===== config.mk =====
export PLATFORM = sky130hd
export DESIGN_NAME = wash_sequencer
export DESIGN_NICKNAME = d
export VERILOG_FILES = /design/src/rtl/washer_pkg.sv /design/src/rtl/wash_sequencer_sec_timer.sv /design/src/rtl/wash_sequencer.sv
export SDC_FILE = /design/constraint.sdc
export NUM_CORES = 1
export LEC_CHECK = 0
export BUFFER_PORTS_ARGS = -buffer_cell sky130_fd_sc_hd__buf_2
export CAP_MARGIN = 10
export CORE_ASPECT_RATIO = 0.7
export CORE_MARGIN = 2
export CORE_UTILIZATION = 40
export CTS_BUF_LIST = sky130_fd_sc_hd__clkbuf_16
export DETAILED_ROUTE_END_ITERATION = 8
export PLACE_DENSITY = 0.64
export RECOVER_POWER = 25
export SLEW_MARGIN = 20
export SYNTH_ARGS = -nofsm -noshare
export SYNTH_HDL_FRONTEND = slang
export SYNTH_HIERARCHICAL = 1
export SYNTH_SLANG_ARGS = --single-unit

===== constraint.sdc =====
create_clock -name clk -period 3.2 [get_ports clk]
set_input_delay 0.64 -clock clk [delete_from_list [all_inputs] [get_ports clk]]
set_output_delay 0.64 -clock clk [all_outputs]
set_load 0.01 [all_outputs]

===== src/rtl/washer_pkg.sv =====
// washer_pkg: phase codes, default phase durations and mode bit positions shared by wash_sequencer.
package washer_pkg;
    typedef enum logic [2:0] {
        PH_IDLE,
        PH_FILL,
        PH_WASH,
        PH_RINSE,
        PH_DRAIN,
        PH_SPIN,
        PH_PAUSE,
        PH_DONE
    } phase_t;

    localparam int DEF_FILL_S  = 2;
    localparam int DEF_WASH_S  = 9;
    localparam int DEF_RINSE_S = 6;
    localparam int DEF_DRAIN_S = 2;
    localparam int DEF_SPIN_S  = 3;
    localparam int DEF_BEEP_S  = 3;

    localparam int MODE_WASH  = 2;
    localparam int MODE_RINSE = 1;
    localparam int MODE_DRY   = 0;

    function automatic int worst_case_secs(input int fill_s, input int wash_s, input int rinse_s,
                                           input int drain_s, input int spin_s);
        return fill_s + wash_s + 3 * (fill_s + rinse_s + drain_s) + 2 * drain_s + spin_s;
    endfunction
endpackage


===== src/rtl/wash_sequencer_sec_timer.sv =====
// sec_timer: loadable 8-bit seconds down-counter; counts on tick unless held and stops at zero.
module sec_timer (
    input  logic       clk,
    input  logic       reset,
    input  logic       i_load,
    input  logic [7:0] i_load_val,
    input  logic       i_tick,
    input  logic       i_hold,
    output logic [7:0] o_count,
    output logic       o_zero
);
    logic [7:0] r_count;

    always_ff @(posedge clk or posedge reset)
        if (reset)
            r_count <= 8'd0;
        else if (i_load)
            r_count <= i_load_val;
        else if (i_tick && !i_hold && r_count != 8'd0)
            r_count <= r_count - 8'd1;

    assign o_count = r_count;
    assign o_zero  = r_count == 8'd0;
endmodule


===== src/rtl/wash_sequencer.sv =====
// wash_sequencer: steps fill/wash/rinse/drain/spin on a 1 Hz tick with door pause and a program countdown.
// Define WASHER_BEEP_EN to include the end-of-program beep timer; otherwise beep is tied low.
module wash_sequencer
    import washer_pkg::*;
#(
    parameter int FILL_S  = DEF_FILL_S,
    parameter int WASH_S  = DEF_WASH_S,
    parameter int RINSE_S = DEF_RINSE_S,
    parameter int DRAIN_S = DEF_DRAIN_S,
    parameter int SPIN_S  = DEF_SPIN_S,
    parameter int BEEP_S  = DEF_BEEP_S
) (
    input  logic       clk,
    input  logic       reset,
    input  logic       tick,
    input  logic       start,
    input  logic       door_open,
    input  logic [2:0] mode,
    input  logic [1:0] rinse_cnt,
    output logic [2:0] phase,
    output logic [7:0] remain,
    output logic       in_water,
    output logic       motor,
    output logic       out_water,
    output logic       spin,
    output logic       busy,
    output logic       done,
    output logic       beep
);
    if (worst_case_secs(FILL_S, WASH_S, RINSE_S, DRAIN_S, SPIN_S) > 255 || BEEP_S > 255) begin : g_width_check
        $fatal(1, "wash_sequencer: program length does not fit the 8-bit counters");
    end

    phase_t     r_state, r_saved, w_state_n, w_saved_n, w_next;
    logic [2:0] r_mode, w_mode_n;
    logic       r_in_rinse, w_in_rinse_n;
    logic [1:0] r_rinse_left, w_rinse_left_n, w_reps;
    logic [7:0] r_remain, w_remain_n, w_total, w_load_val, w_tmr_count;
    logic       w_run, w_start_ok, w_adv, w_term, w_more, w_load, w_tmr_zero;

    function automatic logic [7:0] dur(input phase_t p);
        return p == PH_FILL  ? 8'(FILL_S)  :
               p == PH_WASH  ? 8'(WASH_S)  :
               p == PH_RINSE ? 8'(RINSE_S) :
               p == PH_DRAIN ? 8'(DRAIN_S) :
               p == PH_SPIN  ? 8'(SPIN_S)  : 8'd0;
    endfunction

    always_comb begin
        w_run      = r_state inside {PH_FILL, PH_WASH, PH_RINSE, PH_DRAIN, PH_SPIN};
        w_start_ok = (r_state == PH_IDLE || r_state == PH_DONE) && start && mode != 3'd0 && !door_open;
        w_adv      = w_run && !door_open && tick;
        // A running phase parked at zero (zero-length parameter) still leaves on the next tick.
        w_term     = w_adv && (w_tmr_count == 8'd1 || w_tmr_zero);
        w_reps     = rinse_cnt == 2'd0 ? 2'd1 : rinse_cnt;
        w_total    = (mode[MODE_WASH] ? 8'(FILL_S + WASH_S + DRAIN_S) : 8'd0)
                   + (mode[MODE_RINSE] ? 8'(FILL_S + RINSE_S + DRAIN_S) * {6'd0, w_reps} : 8'd0)
                   + (mode[MODE_DRY] ? 8'(SPIN_S) : 8'd0);
        w_more     = r_in_rinse ? r_rinse_left > 2'd1 : r_mode[MODE_RINSE];
        w_next     = r_state == PH_FILL ? (r_in_rinse ? PH_RINSE : PH_WASH) :
                     (r_state == PH_WASH || r_state == PH_RINSE) ? PH_DRAIN :
                     (r_state == PH_DRAIN && w_more) ? PH_FILL :
                     (r_state == PH_DRAIN && r_mode[MODE_DRY]) ? PH_SPIN : PH_DONE;
        w_state_n      = r_state;
        w_saved_n      = r_saved;
        w_mode_n       = r_mode;
        w_in_rinse_n   = r_in_rinse;
        w_rinse_left_n = r_rinse_left;
        w_remain_n     = (w_adv && r_remain != 8'd0) ? r_remain - 8'd1 : r_remain;
        if (w_start_ok) begin
            w_state_n      = (mode[MODE_WASH] || mode[MODE_RINSE]) ? PH_FILL : PH_SPIN;
            w_mode_n       = mode;
            w_in_rinse_n   = !mode[MODE_WASH];
            w_rinse_left_n = w_reps;
            w_remain_n     = w_total;
        end else if (w_run && door_open) begin
            w_state_n = PH_PAUSE;
            w_saved_n = r_state;
        end else if (w_term) begin
            w_state_n = w_next;
            if (r_state == PH_DRAIN && w_next == PH_FILL) begin
                w_in_rinse_n   = 1'b1;
                w_rinse_left_n = r_in_rinse ? r_rinse_left - 2'd1 : r_rinse_left;
            end
        end else if (r_state == PH_PAUSE && !door_open) begin
            w_state_n = r_saved;
        end
        w_load     = w_start_ok || w_term;
        w_load_val = dur(w_state_n);
    end

    always_ff @(posedge clk or posedge reset)
        if (reset) begin
            r_state      <= PH_IDLE;
            r_saved      <= PH_IDLE;
            r_mode       <= 3'd0;
            r_in_rinse   <= 1'b0;
            r_rinse_left <= 2'd0;
            r_remain     <= 8'd0;
        end else begin
            r_state      <= w_state_n;
            r_saved      <= w_saved_n;
            r_mode       <= w_mode_n;
            r_in_rinse   <= w_in_rinse_n;
            r_rinse_left <= w_rinse_left_n;
            r_remain     <= w_remain_n;
        end

    sec_timer u_phase_timer (
        .clk       (clk),
        .reset     (reset),
        .i_load    (w_load),
        .i_load_val(w_load_val),
        .i_tick    (tick),
        .i_hold    (!w_run || door_open),
        .o_count   (w_tmr_count),
        .o_zero    (w_tmr_zero)
    );

    assign phase     = r_state;
    assign remain    = r_remain;
    assign in_water  = r_state == PH_FILL;
    assign motor     = r_state == PH_WASH || r_state == PH_RINSE;
    assign out_water = r_state == PH_DRAIN || r_state == PH_SPIN;
    assign spin      = r_state == PH_SPIN;
    assign busy      = w_run || r_state == PH_PAUSE;
    assign done      = r_state == PH_DONE;

`ifdef WASHER_BEEP_EN
    logic [7:0] w_beep_count;
    logic       w_beep_zero;

    sec_timer u_beep_timer (
        .clk       (clk),
        .reset     (reset),
        .i_load    (w_term && w_next == PH_DONE),
        .i_load_val(8'(BEEP_S)),
        .i_tick    (tick),
        .i_hold    (r_state != PH_DONE),
        .o_count   (w_beep_count),
        .o_zero    (w_beep_zero)
    );

    assign beep = r_state == PH_DONE && !w_beep_zero && w_beep_count != 8'd0;
`else
    assign beep = 1'b0;
`endif
endmodule

Yosys cells after proc, flatten, opt, wreduce, memory -nomap -nowiden
Index checks and enable logic that the tools add are counted.
{ "op_classes": {"addsub": 5, "mul": 1, "magnitude_cmp": 1, "eq_ne": 15, "muxes": 33, "bitwise_logic": 1, "reduce_logical": 41} }
{ "ops": {"columns": ["operator", "count"], "rows": [
  ["8-bit 2-to-1 mux", 4],
  ["3-bit 2-to-1 mux", 9],
  ["2-bit 2-to-1 mux", 10],
  ["3-bit == test (second input constant)", 6],
  ["8-bit nonzero test", 2],
  ["8-bit by 1-bit subtractor with 8-bit output (second input constant)", 2],
  ["1-bit logical AND", 14],
  ["3-bit by 2-bit == test with 1-bit output (second input constant)", 4],
  ["4-bit 2-to-1 mux", 3],
  ["2-bit nonzero test", 5],
  ["3-bit by 1-bit == test with 1-bit output (second input constant)", 3],
  ["7-bit by 2-bit adder with 8-bit output", 1],
  ["8-bit by 1-bit == test with 1-bit output (second input constant)", 1],
  ["8-bit zero test", 1],
  ["1-bit logical OR", 8],
  ["4-bit by 6-bit adder with 7-bit output", 1],
  ["1-bit 2-to-1 mux", 6],
  ["6-bit 2-to-1 mux", 1],
  ["3-bit by 2-bit multiplier with 5-bit output (first input constant)", 1],
  ["5-bit nonzero test", 1],
  ["1-bit zero test", 4],
  ["4-bit AND reduction", 1],
  ["3-bit zero test", 1],
  ["3-bit AND reduction", 1],
  ["other kinds (7)", 7]
]} }
{ "totals": {"regBits": 27, "in_bits": 10, "output_inout_bits": 18, "elab_cells": 104} }

Longest topological paths before layout
Gate-level depths: netlist (run 1).
{ "depth": {"ltp_word": 16, "mapped_depth": 12, "ltp_nobuf": 12} }

By module
Netlist (run 1), hierarchy kept.
{ "modules_own_cells": {"columns": ["mod", "n_inst", "cells_each", "area_per_inst_um2", "seq_area_each_um2"], "rows": [
  ["wash_sequencer", 1, 164, 1432.6, 475.5],
  ["sec_timer", 1, 61, 551.8, 200.2]
]} }

Worst setup path after synthesis (run 1)
Ideal clock, no wire load.
{ "synth_timing": {"path_kind": "reg-to-reg", "start": "register u_phase_timer.r_count[0], in the netlist u_phase_timer/o_count[0]", "end": "register u_phase_timer.r_count[0], in the netlist u_phase_timer/o_count[0]", "setup_time_ns": 0.131, "t_arrival_ns": 2.271, "t_required_ns": 3.069, "slack_ns": 0.798, "stages_incl_launch_ff": 12, "path_buffers": 0, "synth_period_minus_slack_ns": 2.402, "cell_sequence": "dfrtp_1 inv_1 ha_1 nor4b_4 and2_1 a21oi_1 nor3_4 mux2_2 and3_4 a211o_1 nand2_1 o21ai_1"} }
{ "synth_via": {"elab_chain_cells": 13, "word_cells_on_any_way": 24, "classes_between": "add/sub (1); eq/ne (6); mux (10); reduce/logical (7)"} }
{ "synth_lines": {"columns": ["item", "line_no", "source"], "rows": [
  ["from (decl)", "wash_sequencer_sec_timer.sv:12", "logic [7:0] r_count;"],
  ["from (signal assigned)", "wash_sequencer_sec_timer.sv:18", "r_count <= i_load_val;"],
  ["from (signal assigned)", "wash_sequencer_sec_timer.sv:20", "r_count <= r_count - 8'd1;"],
  ["8-bit zero test *", "wash_sequencer_sec_timer.sv:23", "assign o_zero = r_count == 8'd0;"],
  ["via w_tmr_zero", "wash_sequencer.sv:39", "logic w_run, w_start_ok, w_adv, w_term, w_more, w_load, w_tmr_zero;"],
  ["1-bit logical OR *", "wash_sequencer.sv:54", "w_term = w_adv && (w_tmr_count == 8'd1 || w_tmr_zero);"],
  ["1-bit logical AND *", "wash_sequencer.sv:54", null],
  ["3-bit 2-to-1 mux *", "wash_sequencer.sv:79", "end else if (w_term) begin"],
  ["3-bit 2-to-1 mux *", "wash_sequencer.sv:76", "end else if (w_run && door_open) begin"],
  ["3-bit 2-to-1 mux *", "wash_sequencer.sv:70", "if (w_start_ok) begin"],
  ["3-bit == test", "wash_sequencer.sv:46", "p == PH_SPIN ? 8'(SPIN_S) : 8'd0;"],
  ["2-bit 2-to-1 mux", "wash_sequencer.sv:46", null],
  ["2-bit 2-to-1 mux", "wash_sequencer.sv:45", "p == PH_DRAIN ? 8'(DRAIN_S) :"],
  ["3-bit 2-to-1 mux", "wash_sequencer.sv:44", "p == PH_RINSE ? 8'(RINSE_S) :"],
  ["4-bit 2-to-1 mux", "wash_sequencer.sv:43", "p == PH_WASH ? 8'(WASH_S) :"],
  ["4-bit 2-to-1 mux *", "wash_sequencer.sv:42", "return p == PH_FILL ? 8'(FILL_S) :"],
  ["via w_load_val[0]", "wash_sequencer.sv:38", "logic [7:0] r_remain, w_remain_n, w_total, w_load_val, w_tmr_count;"],
  ["8-bit 2-to-1 mux *", "wash_sequencer_sec_timer.sv:17", "else if (i_load)"]
]} }
The timed path passes the listed nets; every way through them passes the cells marked *. The select of a mux whose other input is x is not followed.
A chain may end at the register's enable or synchronous reset.

Worst setup path after layout (run 1)
{ "layout_timing": {"start": "register u_phase_timer.r_count[1], in the netlist u_phase_timer/o_count[1]", "end": "register u_phase_timer.r_count[0], in the netlist u_phase_timer/o_count[0]"} }
Same word-level chain as after synthesis.

==> results of run 1 <==
-- through the flow --
stage          hold WS (ps)  instances  area, um^2  utilization [%]  worst slack (ps)
5_1_grt                 381        318        2240             46.9               333
6_report                330        318        2240             46.9               562
3_5_place_dp            467        314        2170             45.3               605
2_1_floorplan           442        229        2000                -               798
3_3_place_gp            462        314        2170             45.3               664
4_1_cts                 344        318        2250             47.0               582
-- area by class of cell --
| class | instances | area [um^2] | share of cell area (%) |
|---|---|---|---|
| tap | 69 | 86.3 | 3.85 |
| clock buffer | 3 | 75.1 | 3.34 |
| multi-input combinational | 175 | 1210 | 53.8 |
| clock inverter | 1 | 3.75 | 0.167 |
| inverter | 16 | 60.1 | 2.68 |
| sequential | 27 | 676 | 30.1 |
| timing repair buffer | 27 | 136 | 6.08 |
-- state kept, by name, summed over array words and instances (netlist names) --
name and cells:
remain 8, u_phase_timer/o_count 8, phase 3, r_saved 3, r_mode 2, r_rinse_left 2
r_in_rinse 1
-- cells by family after synthesis --
group                    share of synthesized area [%]
AO/OA/AOI/OAI                                     19.2
XOR/XNOR                                          4.85
adder cells (fa/ha/maj)                           6.05
buffers and inverters                             5.86
flip-flops                                        34.0
multiplexers                                      3.78
other                                            0.189
AND/OR/NAND/NOR                                   26.0
-- worst register-to-register path, cell delays in order, from the launching register on --
cell	delay [ps]
dfrtp_1	400
inv_1	80
ha_1	220
nor4b_4	350
and2_1	190
a21oi_1	80
nor3_4	260
mux2_2	400
and3_4	160
a211o_1	250
nand2_1	60
o21ai_1	60
-- worst min-delay path by stage --
stage                                      endpoint
2_1_floorplan                 r_mode[0]$_DFFE_PP0P_
3_3_place_gp                  r_mode[0]$_DFFE_PP0P_
3_5_place_dp                  r_mode[0]$_DFFE_PP0P_
4_1_cts        u_phase_timer/o_count[2]$_DFFE_PP0P_
5_1_grt        u_phase_timer/o_count[2]$_DFFE_PP0P_
6_report       u_phase_timer/o_count[6]$_DFFE_PP0P_
-- Yosys cell counts (2+ instances only) --
| cell | count | area share (%) |
|---|---|---|
| dfrtp_1 | 27 | 34 |
| nand2_1 | 25 | 4.7 |
| inv_1 | 16 | 3.0 |
| o21ai_0 | 16 | 4.0 |
| nor2_1 | 15 | 2.8 |
| a21oi_1 | 14 | 3.5 |
| ha_1 | 8 | 5.0 |
| nor2b_1 | 7 | 2.2 |
| xnor2_1 | 7 | 3.1 |
| nor3_1 | 6 | 1.5 |
| and2_1 | 5 | 1.6 |
| clkbuf_1 | 5 | 0.95 |
| nand3_1 | 5 | 1.3 |
| mux2_2 | 4 | 2.3 |
| nand2b_1 | 4 | 1.3 |
| xor2_1 | 4 | 1.8 |
| buf_2 | 3 | 0.76 |
| mux2i_1 | 3 | 1.5 |
| nand3b_1 | 3 | 1.1 |
| or2_2 | 3 | 0.95 |
| a211o_1 | 2 | 0.88 |
| nor3_4 | 2 | 1.6 |
| nor4_1 | 2 | 0.63 |
| nor4b_1 | 2 | 0.88 |
| o21ai_1 | 2 | 0.50 |
| o221a_2 | 2 | 1.1 |
| o41ai_1 | 2 | 0.88 |
-- cells in the final DEF, fill, tap and decap left out, drive strengths merged, types with 2 or more instances in the layout --
cell	count
dfrtp	27
buf	26
nand2	25
o21ai	18
inv	17
nor2	15
a21oi	14
nor3	9
ha	8
nor2b	7
xnor2	7
nand3	5
and2	5
conb	5
mux2	4
nand2b	4
xor2	4
clkbuf	4
nand3b	3
or2	3
mux2i	3
nor4b	3
nor4	2
o221a	2
a211o	2
o41ai	2
and3	2
or4	2
-- layer usage --
layer,up-vias,track usage [%],wire length [um]
li1,835,-,-
met1,798,29.2,2580
met2,29,21.1,1730
met3,3,2.91,177
met4,0,2.27,8
met5,-,0,0
-- power by group --
group	switching, mW	total (mW)	internal (mW)
combinational	0.509	0.932	0.423
sequential	0.231	0.732	0.501
clock	0.118	0.286	0.167
==> metrics.txt, run 1 <==
status=complete, no violations; CP Capture Type=flip-flop; initial antenna violation count=0; Via density=5.24; Critical Path AT=2780 ps; largest net degree at the start of global routing=20; Iteration-0 DRC Markers=131; H-tree Lvls=1; start point of the critical path=u_phase_timer/o_count[1]$_DFFE_PP0P_; clock latency on the worst-skew pair=260 ps; number of port buffers=26; gpl congestion=0.827; Synth cell types=58; CP max-delay cell=dfrtp_1; Synth Register Bits=27; crit path to=u_phase_timer/o_count[0]$_DFFE_PP0P_; fin. max-slew vios=0; CP Max Fanout=4; startpoint types=flip-flop; clock root buffer=clkbuf_16; r2r setup slk=560 ps; endpoints failing setup=0; Gate Count Post-Synth=225; share of cells above drive strength 1=18.9%; DR pass1 iterations=4; IO Pins=28; remaining global-route overflow=0; Max stage delay on crit path=400 ps; number of global-route vias before repair=1446; critical path's top delay family=simple AND/OR/NAND/NOR gates; starting density of the core=41.5%; setup bufs post-CTS=0; Tot Pwr=1.95 mW; VDD IR max=0.337 mV; CP Class=reg -> reg; core region area=4780 um^2; TNS Setup=0 ps; antenna cells=0; first-pass GRT wire length=7290 um; Post-Syn Area=1980 um^2; Post-CTS Resized=0; synthesis-to-finish area growth=13.1%; CP Depth=11; final hold vios=0; leading register cell type out of synthesis=dfrtp_1; Die ar.=5550 um^2; FP Rows=21; RSZ-0062 raised after global routing=false; part of the cycle the worst path needs=82.4%; syn_area_per_cell=8.82 um^2; Max-slew headroom=48.9%; Routed Antenna Nets=0; Post-synth ARST share=100%; CTS buffer count=3; CTS Hold Bufs=0; Die Wd=88.2 um; Filler cells=481; Reg-to-Reg Start=u_phase_timer/o_count[1]$_DFFE_PP0P_; Min-Delay Path Class=in -> async; final net count=269; pwr/cell area=869 nW/um^2; Fin Clk Skew=4.67 ps; Leak=1.00 nW; required time worst endpoint=3340 ps; Buf+Inv Stages, Crit Path=1; Reg-to-Reg End=u_phase_timer/o_count[0]$_DFFE_PP0P_; Tmin final=2640 ps; clk sinks=27; Syn. warnings=6; # Max-Cap Violations=0; FF-to-FF path depth=11; Slew @ Worst Pin=766 ps; register area share after synthesis=34.0%; DP HPWL=3450 um; GR Util All Layers=16.8%; final WL=4500 um; Max Buffers Root-to-Sink=2; CTS tree=done; DRC=0; worst-path cell chain=inv_1 > ha_1 > nor4b_4 > and2_1 > a21oi_1 > nor3_4 > mux2_2 > and3_4 > a211o_1 > nand2_1 > o21ai_1; WL/cell=14.1 um; Max Freq=379 MHz; clock-pin slew on the worst setup and hold paths=70 ps; Post-synth EDFFs=0; Via Count=1665; DIE HEIGHT=62.9 um
(Power assumes the default switching activity.)
==> run 2: changes to the inputs <==
--- a/config.mk
+++ b/config.mk
@@ -5,6 +5,7 @@
 export SDC_FILE = /design/constraint.sdc
 export NUM_CORES = 1
 export LEC_CHECK = 0
+export ABC_AREA = 1
 export BUFFER_PORTS_ARGS = -buffer_cell sky130_fd_sc_hd__buf_2
 export CAP_MARGIN = 10
 export CORE_ASPECT_RATIO = 0.7
@@ -12,7 +13,7 @@
 export CORE_UTILIZATION = 40
 export CTS_BUF_LIST = sky130_fd_sc_hd__clkbuf_16
 export DETAILED_ROUTE_END_ITERATION = 8
-export PLACE_DENSITY = 0.64
+export PLACE_DENSITY = 0.66
 export RECOVER_POWER = 25
 export SLEW_MARGIN = 20
 export SYNTH_ARGS = -nofsm -noshare
==> constraint.sdc (replaced) <==
create_clock -name clk -period 2.4 [get_ports clk]
set_input_delay 0.48 -clock clk [delete_from_list [all_inputs] [get_ports clk]]
set_output_delay 0.48 -clock clk [all_outputs]
set_load 0.01 [all_outputs]
==> metrics.txt, run 2 <==
area leader, netlist=dfrtp_1 (unchanged); WL/cell=11.8 um (was 14.1 um); startpoint types=flip-flop (unchanged); TNS Setup=0 ps (unchanged); Syn. warnings=6 (unchanged); Die Wd=90.7 um (was 88.2 um); first-pass GRT wire length=8690 um (was 7290 um); Max-slew headroom=50.0% (was 48.9%); synthesis-to-finish area growth=14.6% (was 13.1%); VDD IR max=0.362 mV (was 0.337 mV); grt met2 use=26.1% (was 21.1%); most frequent cells in the layout=80 x nand2_1, 53 x inv_1, 33 x nand3_1 (was 27 x dfrtp_1, 25 x nand2_1, 25 x buf_2); fin. max-slew vios=0 (unchanged); clock latency on the worst-skew pair=260 ps (about the same); number of global-route vias before repair=1837 (was 1446); most used routing layer=met1 (unchanged); clk sinks=27 (unchanged); FF-to-FF path depth=16 (was 11); Max stage delay on crit path=410 ps (was 400 ps); Max Buffers Root-to-Sink=2 (unchanged); GR Util All Layers=18.1% (was 16.8%); FP Rows=22 (was 21); Reg-to-Reg Start=u_phase_timer/o_count[0]$_DFFE_PP0P_ (was u_phase_timer/o_count[1]$_DFFE_PP0P_); Buf+Inv Stages, Crit Path=3 (was 1); Synth Register Bits=27 (unchanged); Die ar.=5870 um^2 (was 5550 um^2); core region area=5150 um^2 (was 4780 um^2); syn_area_per_cell=6.82 um^2 (was 8.82 um^2); register area share after synthesis=32.1% (was 34.0%); remaining global-route overflow=0 (unchanged); RSZ-0062 raised after global routing=false (unchanged); Iteration-0 DRC Markers=153 (was 131); Synth top area share=32.1% (was 34.0%); Via Count=1994 (was 1665); CTS buffer count=3 (unchanged); Synth cell types=34 (was 58); Max Freq=480 MHz (was 379 MHz); Fin Clk Skew=1.17 ps (was 4.67 ps); CTS Hold Bufs=0 (unchanged); DRC=0 (unchanged); Post-synth EDFFs=0 (unchanged); endpoints failing setup=0 (unchanged); clock-pin slew on the worst setup and hold paths=70 ps (about the same); CP Max Fanout=4 (unchanged); Leak=1.37 nW (was 1.00 nW); Slew @ Worst Pin=749 ps (was 766 ps); setup bufs post-CTS=0 (unchanged); Routed Antenna Nets=0 (unchanged); final hold vios=0 (unchanged); cell with the most instances after synthesis=nand2_1 (was dfrtp_1); critical path's top delay family=simple AND/OR/NAND/NOR gates (unchanged); Critical Path AT=2270 ps (was 2780 ps); CP Capture Type=flip-flop (unchanged); final net count=361 (was 269); Tot Pwr=2.75 mW (was 1.95 mW); H-tree Lvls=1 (unchanged); Tmin final=2080 ps (was 2640 ps); CP max-delay cell=dfrtp_1 (unchanged); # Max-Cap Violations=0 (unchanged); status=complete, no violations (unchanged); starting density of the core=40.9% (was 41.5%); most common cell after layout, fill and taps aside=nand2_1 (was dfrtp_1); part of the cycle the worst path needs=86.8% (was 82.4%); Post-synth top cells=81 x nand2_1, 52 x inv_1, 33 x nand3_1 (was 27 x dfrtp_1, 25 x nand2_1, 16 x inv_1, 16 x o21ai_0, 15 x nor2_1); required time worst endpoint=2590 ps (was 3340 ps); Via density=4.83 (was 5.24); r2r setup slk=320 ps (was 560 ps); initial antenna violation count=0 (unchanged); gpl congestion=0.880 (was 0.827); Gate Count Post-Synth=309 (was 225); Post-synth ARST share=100% (unchanged); IO Pins=28 (unchanged); met1 Use GR=28.1% (was 29.2%); CP Class=reg -> reg (unchanged); Min-Delay Path Class=in -> async (unchanged); number of port buffers=26 (unchanged); worst-path cell chain=inv_1 > ha_1 > nand2_2 > nor2_1 > inv_1 > nand2_2 > nand2_4 > nand2_1 > nand3_1 > nand2_2 > inv_1 > o21ai_2 > nand2_1 > o21ai_0 > nand2_1 > o21ai_1 (was inv_1 > ha_1 > nor4b_4 > and2_1 > a21oi_1 > nor3_4 > mux2_2 > and3_4 > a211o_1 > nand2_1 > o21ai_1); clock root buffer=clkbuf_16 (unchanged); GR Util met3=2.79% (was 2.91%); final WL=4870 um (was 4500 um); antenna cells=0 (unchanged); DIE HEIGHT=64.7 um (was 62.9 um); DR pass1 iterations=4 (unchanged); pwr/cell area=1140 nW/um^2 (was 869 nW/um^2); Post-CTS Resized=0 (unchanged); CTS tree=done (unchanged); Reg-to-Reg End=u_phase_timer/o_count[1]$_DFFE_PP0P_ (was u_phase_timer/o_count[0]$_DFFE_PP0P_); share of cells above drive strength 1=18.2% (was 18.9%); DP HPWL=3810 um (was 3450 um); post-route insts no fill=413 (was 318); placed insts=409 (was 314); Post-Syn Area=2110 um^2 (was 1980 um^2); start point of the critical path=u_phase_timer/o_count[0]$_DFFE_PP0P_ (was u_phase_timer/o_count[1]$_DFFE_PP0P_); leading register cell type out of synthesis=dfrtp_1 (unchanged); Synth area leaders=dfrtp_1 32%, nand2_1 14%, inv_1 9.3% (was dfrtp_1 34%, ha_1 5.0%, nand2_1 4.7%); largest net degree at the start of global routing=26 (was 20)
run 2: cell types whose count changed in the layout (fill, tap and decap cells not counted), sizes merged, moves of 7 or more:
cell   before  now
nand2      25   94
inv        17   55
nand3       5   35
nor2       15   24
o21ai      18   27
nor2b       7    0
xnor2       7    0
run 2: where the power goes:
group | switching (mW) | total, mW | internal, mW
clock network | 0.162 | 0.385 | 0.224
registers | 0.212 | 0.858 | 0.645
logic | 0.969 | 1.51 | 0.541
run 2: final cells by class:
type / instances / area (um^2)
Clock buffer: 3 / 75.1
Fill cell: 542 / 2730
Inverter: 56 / 213
Sequential cell: 27 / 676
Clock inverter: 1 / 3.75
Timing Repair Buffer: 28 / 144
Multi-Input combinational cell: 226 / 1210
Tap cell: 72 / 90.1
run 2: kinds of logic after synthesis:
family / Yosys count / share of synthesized area, %
simple gates: 166 / 37.8
buf+inv: 60 / 11.2
compound gates: 42 / 11.5
flops: 27 / 32.1
fa+ha+maj: 9 / 5.70
xor+xnor: 4 / 1.66
other cells: 1 / 0.178
run 2: stage by stage:
step / setup WS [ps] / util [%] / hold WS (ps) / cell area [um^2]
2_1_floorplan: 419 / - / 296 / 2120
3_3_place_gp: 259 / 45.4 / 473 / 2330
3_5_place_dp: 183 / 45.4 / 471 / 2330
4_1_cts: 266 / 46.9 / 188 / 2410
5_1_grt: 79.9 / 46.9 / 207 / 2410
6_report: 317 / 46.9 / 162 / 2410
run 2: per-layer routing:
metal,wire length [um],vias up
li1,-,1042
met1,2630,891
met2,1940,55
met3,248,6
met4,53,0
met5,0,-
run 2: how the worst max path moves through the flow:
stage	end	cells after the start	slack, ps
3_3_place_gp	remain[4]$_DFFE_PP0P_	10	260
4_1_cts	u_phase_timer/o_count[1]$_DFFE_PP0P_	16	270
2_1_floorplan	u_phase_timer/o_count[6]$_DFFE_PP0P_	13	420
3_5_place_dp	remain[4]$_DFFE_PP0P_	10	180
5_1_grt	u_phase_timer/o_count[1]$_DFFE_PP0P_	16	80
6_report	u_phase_timer/o_count[1]$_DFFE_PP0P_	16	320
run 2: worst register-to-register path, delay by kind of cell, from the launching register on:
| family | cells | cell delay, ps |
|---|---|---|
| DFF | 1 | 410 |
| AOI/OAI and AO/OA | 3 | 260 |
| and+or+nand+nor | 9 | 870 |
| buffers and inverters | 3 | 230 |
| adders and majority gates | 1 | 240 |
==> run 3: changes to the inputs <==
--- a/config.mk
+++ b/config.mk
@@ -6,7 +6,7 @@
 export NUM_CORES = 1
 export LEC_CHECK = 0
 export ABC_AREA = 1
-export BUFFER_PORTS_ARGS = -buffer_cell sky130_fd_sc_hd__buf_2
+export BUFFER_PORTS_ARGS = -buffer_cell sky130_fd_sc_hd__buf_4
 export CAP_MARGIN = 10
 export CORE_ASPECT_RATIO = 0.7
 export CORE_MARGIN = 2
@@ -18,5 +18,4 @@
 export SLEW_MARGIN = 20
 export SYNTH_ARGS = -nofsm -noshare
 export SYNTH_HDL_FRONTEND = slang
-export SYNTH_HIERARCHICAL = 1
 export SYNTH_SLANG_ARGS = --single-unit
==> metrics.txt, run 3 <==
status=finished with violations (was complete, no violations); failing checks=max-capacitance violations; WL/cell=11.6 um (was 11.8 um); TNS Setup=0 ps (unchanged); Syn. warnings=0 (was 6); DP HPWL=3580 um (was 3810 um); H-tree Lvls=1 (unchanged); clock root buffer=clkbuf_16 (unchanged); Post-synth ARST share=100% (unchanged); area occupied by multi-input gates=1050 um^2 (was 1210 um^2); number of port buffers=26 (unchanged); CTS buffer count=3 (unchanged); part of the cycle the worst path needs=84.0% (was 86.8%); endpoints failing setup=0 (unchanged); Gate Count Post-Synth=289 (was 309); antenna cells=0 (unchanged); required time worst endpoint=2550 ps (was 2590 ps); Post-CTS Resized=0 (unchanged); syn_area_per_cell=6.83 um^2 (was 6.82 um^2); Synth area leaders=dfrtp_1 34%, nand2_1 13%, inv_1 9.1% (was dfrtp_1 32%, nand2_1 14%, inv_1 9.3%); core region area=4760 um^2 (was 5150 um^2); Final Cell Area=2310 um^2 (was 2410 um^2); Min-Delay Path Class=in -> reg (was in -> async); CTS tree=done (unchanged); Via Count=1837 (was 1994); area leader, netlist=dfrtp_1 (unchanged); placement-stage cell area=2240 um^2 (was 2330 um^2); first-pass GRT wire length=7660 um (was 8690 um); DIE HEIGHT=62.8 um (was 64.7 um); starting density of the core=41.5% (was 40.9%); Max Buffers Root-to-Sink=2 (unchanged); Leak=1.26 nW (was 1.37 nW); final WL=4490 um (was 4870 um); clock latency on the worst-skew pair=260 ps (about the same); FF/Latch Area=676 um^2 (unchanged); Synth top area share=34.2% (was 32.1%); Tmin final=2020 ps (was 2080 ps); worst-path cell chain=nor2_4 > nand2_4 > nand2_2 > nand2_2 > a21oi_2 > nand2_1 > a21oi_2 > mux2_4 (was inv_1 > ha_1 > nand2_2 > nor2_1 > inv_1 > nand2_2 > nand2_4 > nand2_1 > nand3_1 > nand2_2 > inv_1 > o21ai_2 > nand2_1 > o21ai_0 > nand2_1 > o21ai_1); Synth Register Bits=27 (unchanged); setup bufs post-CTS=0 (unchanged); Max stage delay on crit path=510 ps (was 410 ps); Synth cell types=31 (was 34); pwr/cell area=1150 nW/um^2 (was 1140 nW/um^2); Critical Path AT=2160 ps (was 2270 ps); fin. max-slew vios=0 (unchanged); Max-slew headroom=0.109% (was 50.0%); Iteration-0 DRC Markers=144 (was 153); Die ar.=5520 um^2 (was 5870 um^2); largest net degree at the start of global routing=28 (was 26); Max Freq=496 MHz (was 480 MHz); IO Pins=28 (unchanged); Routed Antenna Nets=0 (unchanged); number of global-route vias before repair=1619 (was 1837); Post-synth EDFFs=0 (unchanged); DRC=0 (unchanged); # Max-Cap Violations=1 (was 0); CP Class=reg -> reg (unchanged); cell with the most instances after synthesis=nand2_1 (unchanged); startpoint types=flip-flop (unchanged); gpl congestion=0.885 (was 0.880); Via density=4.76 (was 4.83); Slew @ Worst Pin=1500 ps (was 749 ps); initial antenna violation count=0 (unchanged); FP Rows=21 (was 22); CP Capture Type=flip-flop (unchanged); final hold vios=0 (unchanged); VDD IR max=0.554 mV (was 0.362 mV); Fin Clk Skew=3.91 ps (was 1.17 ps); most frequent cells in the layout=69 x nand2_1, 48 x inv_1, 31 x nor2_1 (was 80 x nand2_1, 53 x inv_1, 33 x nand3_1); leading register cell type out of synthesis=dfrtp_1 (unchanged); CTS Hold Bufs=0 (unchanged); synthesis-to-finish area growth=17.2% (was 14.6%); Mapped Nets=309; Filler cells=485 (was 542); clk sinks=27 (unchanged); Die Wd=87.9 um (was 90.7 um); GR Util All Layers=17.5% (was 18.1%); remaining global-route overflow=0 (unchanged); register area share after synthesis=34.2% (was 32.1%); most common cell after layout, fill and taps aside=nand2_1 (unchanged); clock-pin slew on the worst setup and hold paths=70 ps (about the same); CP max-delay cell=dfrtp_1 (unchanged); Post-Syn Area=1970 um^2 (was 2110 um^2); RSZ-0062 raised after global routing=false (unchanged); CP Max Fanout=15 (was 4); share of cells above drive strength 1=15.8% (was 18.2%); final net count=338 (was 361); DR pass1 iterations=4 (unchanged); Post-synth top cells=69 x nand2_1, 48 x inv_1, 31 x nor2_1 (was 81 x nand2_1, 52 x inv_1, 33 x nand3_1)
run 3: changes by cell type after synthesis, sizes merged, moves of 2 or more:
cell	previous run	this run
or2	4	1
nand4	2	0
nor2	24	33
nand2	94	74
nand3	35	20
inv	54	51
nor3	5	7
clkinv	2	0
buf	4	7
a21oi	9	22
o21ai	27	24
run 3: routing by layer:
layer / wire [um] / GRT usage (%) / vias to the layer above
li1: - / - / 968
met1: 2550 / 30.6 / 812
met2: 1600 / 21.4 / 55
met3: 307 / 3.04 / 2
met4: 27 / 3.85 / 0
met5: 0 / 0 / -
run 3: per-stage QoR:
| step | hold slack, ps | power, mW | setup WS [ps] | util (%) | std cells |
|---|---|---|---|---|---|
| after floorplan | 449 | 1.83 | 462 | - | 289 |
| after global placement | 468 | 2.25 | 266 | 47.0 | 382 |
| after detailed placement | 472 | 2.27 | 252 | 47.0 | 382 |
| after CTS | 291 | 2.67 | 375 | 48.7 | 386 |
| after global routing | 483 | 2.92 | 167 | 48.6 | 386 |
| final | 463 | 2.66 | 385 | 48.6 | 386 |
run 3: worst max-delay path, delay by kind of cell (launching register included):
family,cells,cell delay (ps)
AND/OR/NAND/NOR,5,660
flip-flops,1,510
AO/OA/AOI/OAI,2,420
multiplexers,1,320
run 3: area by class of cell:
class	count	share of cell area, %
tap	69	3.73
clock inverter	1	0.216
timing repair buffer	31	9.90
sequential	27	29.2
multi-input combinational	204	45.4
inverter	51	8.27
clock buffer	3	3.24
run 3: power breakdown:
part / switching [mW] / internal, mW / leakage, nW / total (mW)
clock network: 0.157 / 0.225 / 0.0409 / 0.382
registers: 0.217 / 0.656 / 0.331 / 0.873
logic: 0.838 / 0.565 / 0.887 / 1.40
run 3: kinds of logic after synthesis:
| family | synth area share [%] |
|---|---|
| and+or+nand+nor | 29.4 |
| buffers and inverters | 12.5 |
| AOI/OAI and AO/OA | 14.8 |
| DFF | 34.2 |
| adders and majority gates | 6.72 |
| xor gates and xnor gates | 1.33 |
| other | 0.190 |
| muxes | 0.761 |
run 3: final timing paths:
| path | depth (start not counted) | slack, ps | to | from |
|---|---|---|---|---|
| setup / recovery | 8 | 380 | r_rinse_left[0]$_DFFE_PP0P_ | phase[0]$_DFF_PP0_ |
| hold / removal | 3 | 460 | r_mode[1]$_DFFE_PP0P_ | mode[1] |
| setup reg to reg | 8 | 380 | r_rinse_left[0]$_DFFE_PP0P_ | phase[0]$_DFF_PP0_ |
| hold reg to reg | 2 | 490 | r_mode[1]$_DFFE_PP0P_ | r_mode[1]$_DFFE_PP0P_ |
| max in group asynchronous | 3 | 800 | remain[2]$_DFFE_PP0P_ | reset |
| min in group asynchronous | 3 | 730 | u_phase_timer.o_count[5]$_DFFE_PP0P_ | reset |
